==> config.mk <==
export PLATFORM = sky130hd
export DESIGN_NAME = tt_um_digital_gates
export DESIGN_NICKNAME = d
export VERILOG_FILES = /design/src/rtl/tt_um_digital_gates.sv
export SDC_FILE = /design/constraint.sdc
export NUM_CORES = 1
export LEC_CHECK = 0
export BUFFER_PORTS_ARGS = -buffer_cell sky130_fd_sc_hd__buf_2
export CAP_MARGIN = 10
export CORE_MARGIN = 3
export CORE_UTILIZATION = 32
export CTS_CLUSTER_SIZE = 16
export DETAILED_ROUTE_END_ITERATION = 8
export PLACE_DENSITY = 0.73
export SLEW_MARGIN = 20
export SYNTH_ARGS = -nofsm -noshare
export SYNTH_HDL_FRONTEND = slang
export SYNTH_SLANG_ARGS = --single-unit
==> constraint.sdc <==
create_clock -name clk -period 0.9 [get_ports clk]
set_clock_uncertainty 0.15 [all_clocks]
set_input_delay 0.135 -clock clk [delete_from_list [all_inputs] [get_ports clk]]
set_output_delay 0.135 -clock clk [all_outputs]
set_load 0.01 [all_outputs]
==> src/rtl/tt_um_digital_gates.sv <==
`default_nettype none
// ============================================================================
// Module   : tt_um_digital_gates
// Purpose  : Tiny Tapeout tile evaluating all eight two-input logic functions
//            of A = ui_in[0] and B = ui_in[1], registered onto uo_out.
// Options  : GATE_DBG_EN - drives uio_out with a registered count of
//            input-change events and enables the uio bank as outputs.
// Revision : 1.0 - initial release
// ============================================================================
module tt_um_digital_gates (
  input  logic [7:0] ui_in,
  output logic [7:0] uo_out,
  input  logic [7:0] uio_in,
  output logic [7:0] uio_out,
  output logic [7:0] uio_oe,
  input  logic       ena,
  input  logic       clk,
  input  logic       rst_n
);

  logic       a_w;
  logic       b_w;
  logic [7:0] gates_d;
  logic [7:0] gates_q;

  assign a_w = ui_in[0];
  assign b_w = ui_in[1];

  // Gate results in output bit order: AND, OR, XOR, NAND, NOR, XNOR, ~A, ~B
  always_comb begin
    gates_d    = 8'h00;
    gates_d[0] = a_w & b_w;
    gates_d[1] = a_w | b_w;
    gates_d[2] = a_w ^ b_w;
    gates_d[3] = ~(a_w & b_w);
    gates_d[4] = ~(a_w | b_w);
    gates_d[5] = ~(a_w ^ b_w);
    gates_d[6] = ~a_w;
    gates_d[7] = ~b_w;
  end

  // Output register: reset wins over enable; ena low holds the last result
  always_ff @(posedge clk) begin
    if (!rst_n) begin
      gates_q <= 8'h00;
    end else if (ena) begin
      gates_q <= gates_d;
    end
  end

  assign uo_out = gates_q;

`ifdef GATE_DBG_EN
  logic [1:0] prev_ab_q;
  logic [7:0] chg_cnt_d;
  logic [7:0] chg_cnt_q;

  // Count one event whenever {B,A} differs from the pair seen at the last enabled edge
  always_comb begin
    chg_cnt_d = chg_cnt_q;
    if ({b_w, a_w} != prev_ab_q) begin
      chg_cnt_d = chg_cnt_q + 8'd1;
    end
  end

  // Debug state: previous operand pair and wrapping change counter
  always_ff @(posedge clk) begin
    if (!rst_n) begin
      prev_ab_q <= 2'b00;
      chg_cnt_q <= 8'h00;
    end else if (ena) begin
      prev_ab_q <= {b_w, a_w};
      chg_cnt_q <= chg_cnt_d;
    end
  end

  assign uio_out = chg_cnt_q;
  assign uio_oe  = 8'hFF;
`else
  assign uio_out = 8'h00;
  assign uio_oe  = 8'h00;
`endif

  // Operand bits [7:2] and the bidirectional inputs are intentionally unused
  logic unused_inputs_w;
  assign unused_inputs_w = &{1'b0, ui_in[7:2], uio_in};

endmodule
`default_nettype wire

* Word level (Yosys, flattened, before mapping) *
Cells that the tools add are included.

storage, ports and cells
  flip-flop bits (word level) = 8
  logic and storage cells = 9
  RAM bits = 0
  memories = 0
  output and inout port bits = 24
  bits in latches = 0
  ROM bits = 0

operators by class
  muxes and demuxes = 0
  equality and inequality tests = 0
  order comparisons = 0
  shift-type cells = 0
  bitwise logic cells = 8
  $add $sub $neg = 0
  multipliers = 0
  reduce and logical (&&, ||, !) cells = 0
  divide/modulo/power cells = 0

operators by type and width
  kind         number
  $not 1->1    5
  $and 1x1->1  1
  $or 1x1->1   1
  $xor 1x1->1  1

* Longest topological paths before layout *
Gate-level depths: netlist (run 1).

  depth after elaboration = 2
  gate-level depth with buffers = 4

* Worst setup path after synthesis (run 1) *
No wires, ideal clock.

  path type = in2reg
  start point = in ui_in[0]
  end point = reg gates_q[5], in the netlist uo_out[5]
  stages = 4
  arrival = 0.765 ns
  required time = 0.680 ns
  setup slack = -0.085 ns
  path through = inv_1 > ha_1 > or2b_1 > a21boi_1

on the way
  cells in the longest elaborated chain, start to end = 2

ends and longest elaborated chain
  item                    RTL line  source
  start: declaration      11        input logic [7:0] ui_in,
  $xor 1x1->1             -
  net gates_d[2]          23        logic [7:0] gates_d;
  $not 1->1               37        gates_d[5] = ~(a_w ^ b_w);
  end signal: assignment  47        gates_q <= gates_d;
  end: declaration        24        logic [7:0] gates_q;

The timed path passes the listed nets, and every way through them passes these cells.
A chain may end at the register's enable or synchronous reset.

* Final worst setup path (run 1) *
  start point = reg gates_q[3], in the netlist uo_out[3]
  end point = out uo_out[3]

RTL lines
  item              RTL line  source
  end: declaration  12        output logic [7:0] uo_out,

No word-level cell between the ends.

==> impl_metrics.toml, run 1 <==
[outcome]
status = "finished with violations"
violations = "negative setup slack"

[global_route]
antenna_found_initial = 0
grt_pass1_wl_um = 1220
grt_usage = 0.0919
grt_start_max_net_pins = 13
grt_pass1_vias = 267
grt_overflow_total = 0

[floorplanning]
rows = 13
die_w_um = 44.6
coreArea_sq_um = 1350
dieArea_sq_um = 1990
initial_utilization = 0.354
die_h_um = 44.6
io_pins = 43

[timing]
maxSlewViolCount = 0
finalSetupViolCount = 8
max_freq_mhz = 1020
hold_viol = 0
period_share = 1.08
rsz0062_at_grt = "true"
fin_ws_ns = -0.0759
holdWs_ns = 0.0427
fin_crit_ns = 0.976

[synthesis]
netlist_area_sq_um = 478
ys_seq_area_frac = 0.335
synth_compound_area_frac = 0.0995
synthCells = 49
synthMuxAreaShare = 0.0628
synth_top_family_by_area = "buffers and inverters"
synthAdderAreaFrac = 0.105
synth_cell_types = 13
ys_ff_latch = 8
avgSynthCellArea_sq_um = 9.75
synthXorXnorAreaFrac = 0
yosys.area_share.simple = 0.0995
yosysWarnings = 0

[pwr]
power.share.clock = 0.319
p_switching_mw = 0.234
swShare = 0.272
comb_power_share = 0.219
internal_power_mw = 0.628
ir_worst_vdd_v = 0.000927
powerDensity_nw_per_um2 = 1380
seq_power_share = 0.462
leakagePower_nw = 0.337

[setup_path]
r2r_slack_ns = 0.12
crit_type = "reg2out"
cpPeakStageDelay_ns = 0.32
worst-path-buf-inv = 1
path_max_fanout = 2
path_cells = "buf_6"
endpoint_kind = "primary output"
crit_slowest_cell = "dfxtp_2"
arrival_ns = 0.69
cp.required_ns = 0.61
critPathTopFamily = "flip-flops"
start_kind = "register"

[place]
dp_slack_ns = -0.232
port_buffers = 12
gp_congestion = 0.659
dpl_cell_area_sq_um = 539
hpwl_um = 612

[drt]
drt_iter0_markers = 0
via_count = 327
routed_wl_um = 804
routedWlPerCell_um = 9.93
drc = 0
firstDrtPassIters = 1
ant_nets = 0
vias_per_cell = 4.04

[cells_and_area]
utilization = 0.462
area_delta_synth_final_pct = 30.6
fin_area_sq_um = 624
multi_input_area_sq_um = 248
regArea_sq_um = 170
diodes = 0
largest_reg_flops = 8
fillers = 139
drive_above_1_share = 0.455
fin_nets = 91

[clocking]
ctsHtreeMaxLevel = 1
clock-sinks = 8
clk_pin_slew_ns = 0.06
clockRootBuffer = "clkbuf_4"
ctsHoldBuffers = 0
cts_max_path_buffers = 2
insertion_delay_ns = 0.25
cts_tree = "built"
cts_buffers = 3

[worst_hold_path]
hp-class = "in2reg"

[flow_run]
max_cap_viol_count = 0
-- cell families after synthesis --
logic type | Yosys count
AOI/OAI and AO/OA | 5
adders and majority gates | 4
buffers and inverters | 19
DFF | 8
muxes | 3
other | 1
and+or+nand+nor | 9
-- cell usage after synthesis --
cell / n / area share
nand2b_1: 1 / 0.013
conb_1: 1 / 0.0078
or2b_1: 1 / 0.016
buf_4: 16 / 0.25
dfxtp_1: 8 / 0.34
nand2_1: 4 / 0.031
inv_1: 2 / 0.016
mux2i_1: 3 / 0.063
buf_6: 1 / 0.024
o211a_1: 4 / 0.084
ha_1: 4 / 0.10
a21boi_1: 1 / 0.016
nor2b_1: 3 / 0.039
-- per-layer routing --
metal  vias up  wire length [um]  GRT usage
met5         -                 0          0
met4         0                 0     0.0904
met3         0               101     0.0488
met2        23               408      0.129
met1       146               294     0.0947
li1        158                 -          -
-- power by group through the flow --
stage	logic, mW	registers (mW)	clock network [mW]
finish	0.189	0.398	0.275
global route	0.209	0.401	0.314
CTS	0.188	0.399	0.287
detailed placement	0.163	0.396	0
global placement	0.160	0.395	0
floorplan	0.140	0.407	0
-- area by class of cell --
cell class | count | area share
clock buffers | 3 | 0.0361
inverters | 2 | 0.0361
multi-input cells | 37 | 0.397
flip-flops and latches | 8 | 0.273
well taps | 15 | 0.0301
repair buffers | 16 | 0.228
-- cell usage in the layout, fill, tap and decap left out, drive strengths merged --
master,n
dfxtp,8
conb,16
ha,4
o211a,4
clkbuf,4
or2b,1
a21boi,1
nand2,4
nand2b,1
inv,2
buf,15
mux2i,3
nor2b,3
-- metrics by stage --
step,TNS (ns),total power [mW],cells
2_1_floorplan,-0.00665,0.547,64
3_3_place_gp,-0.780,0.555,78
3_5_place_dp,-0.849,0.559,78
4_1_cts,-0.631,0.874,81
5_1_grt,-0.788,0.923,81
6_report,-0.535,0.862,81
-- worst paths after layout --
path                   from   endpoint  cells past startpoint
setup / recovery  uo_out[3]  uo_out[3]                      1
hold / removal        rst_n  uo_out[3]                      2
setup reg to reg  uo_out[7]  uo_out[7]                      1
hold reg to reg   uo_out[5]  uo_out[5]                      2
-- what timing repair did --
item | 4_1_cts | 5_1_grt
gates resized for setup | 16 | 1
pin swaps | 0 | 0
setup buffers | 0 | 0
setup endpoints to repair | 8 | 9
(Power assumes the default switching activity.)
==> inputs of run 2 (changes only) <==
CORE_AREA = 3 3 40 42   (was unset)
CORE_MARGIN = unset   (was 3)
CORE_UTILIZATION = unset   (was 32)
DIE_AREA = 0 0 43 45   (was unset)
PLACE_DENSITY = 0.78   (was 0.73)
clock period = 1.2 ns   (was 0.9 ns; I/O delays follow)
==> impl_metrics.toml, run 2 (synthesis gave the netlist of run 1 again) <==
[clocking]
clock-sinks = 8
cts_resized = 0
cts_max_path_buffers = 2
ctsHtreeMaxLevel = 1
cts_tree = "built"
post_cts_buffers = 0
insertion_delay_ns = 0.25
clockRootBuffer = "clkbuf_4"
clk_pin_slew_ns = 0.05
cts_buffers = 3
ctsHoldBuffers = 0

[cells_and_area]
area_delta_synth_final_pct = 8.64
fin_nets = 89
fin_area_sq_um = 519
layout_common_cells = "conb_1, buf_2, dfxtp_1"
final_common_cell = "conb_1"
fillers = 145
fin_cells = 79
diodes = 0
largest_reg_flops = 8
drive_above_1_share = 0.266

[setup_path]
cp_num_cells = 1
start_kind = "register"
critPathTopFamily = "flip-flops"
crit_slowest_cell = "dfxtp_1"
cpPeakStageDelay_ns = 0.33
crit_type = "reg2out"
arrival_ns = 0.71
cp.required_ns = 0.87
worst-path-buf-inv = 1
path_max_fanout = 2
endpoint_kind = "primary output"
path_cells = "buf_2"
reg2regPathDepth = 1

[place]
dpl_cell_area_sq_um = 497
gp_congestion = 0.686
hpwl_um = 546
port_buffers = 12
dp_slack_ns = 0.0326
post-place-cells = 76

[pwr]
ir_worst_vdd_v = 0.000403
leakagePower_nw = 0.314
powerDensity_nw_per_um2 = 1150

[floorplanning]
rows = 13
coreArea_sq_um = 1280
dieArea_sq_um = 1940
io_pins = 43
initial_utilization = 0.372
die_w_um = 43
die_h_um = 45

[timing]
fin_setup_tns_ns = 0
maxSlewViolCount = 0
max_freq_mhz = 965
fin_ws_ns = 0.163
finalSetupViolCount = 0
hold_viol = 0
fin_crit_ns = 1.04
period_share = 0.864
rsz0062_at_grt = "false"
holdWs_ns = 0.0915

[drt]
ant_nets = 0
routed_wl_um = 670
vias_per_cell = 3.95
firstDrtPassIters = 2
drt_iter0_markers = 5
via_count = 312
routedWlPerCell_um = 8.48
drc = 0

[global_route]
grt_pass1_vias = 231
grt_pass1_wl_um = 952
grt_usage = 0.0701
grt_overflow_total = 0
antenna_found_initial = 0
grt_start_max_net_pins = 14

[flow_run]
max_cap_viol_count = 0

[outcome]
status = "complete, no violations"

[worst_hold_path]
holdPathStages = 2
hp-class = "in2reg"
-- run 2: changes by cell type in the layout (fill, tap and decap cells not counted), moves of 2 or more --
cell,delta
buf_2,+9
buf_4,-2
buf_6,-8
dfxtp_1,+8
dfxtp_2,-8
inv_1,+2
-- run 2: through the flow --
step	util	power, mW
after CTS	0.404	0.614
final	0.404	0.598
after global placement	0.387	0.401
after floorplan	-	0.404
after global routing	0.404	0.641
after detailed placement	0.387	0.402
-- run 2: layout make-up --
class,count,area [sq um],share of cell area
clock buffers,3,22.5,0.0434
repair buffers,14,75.1,0.145
well taps,15,18.8,0.0361
inverters,2,7.51,0.0145
multi-input cells,37,235,0.453
flip-flops and latches,8,160,0.308
-- run 2: worst paths after layout --
kind | end | slack [ns] | from
max | uo_out[3] | 0.16 | uo_out[3]
min | uo_out[7] | 0.09 | rst_n
max reg2reg | uo_out[7] | 0.43 | uo_out[7]
min reg2reg | uo_out[5] | 0.32 | uo_out[5]
-- run 2: report_power, final --
part | internal (mW) | total (mW) | leakage, nW | switching, mW
combinational | 0.0417 | 0.105 | 0.234 | 0.0636
sequential | 0.283 | 0.291 | 0.0662 | 0.00772
clock | 0.114 | 0.202 | 0.0138 | 0.0875
total | 0.439 | 0.598 | 0.314 | 0.159
-- run 2: layer usage --
metal | track usage | vias to the layer above | wire length, um
li1 | - | 155 | -
met1 | 0.0801 | 134 | 264
met2 | 0.0988 | 23 | 292
met3 | 0.0239 | 0 | 112
met4 | 0.0723 | 0 | 0
met5 | 0 | - | 0
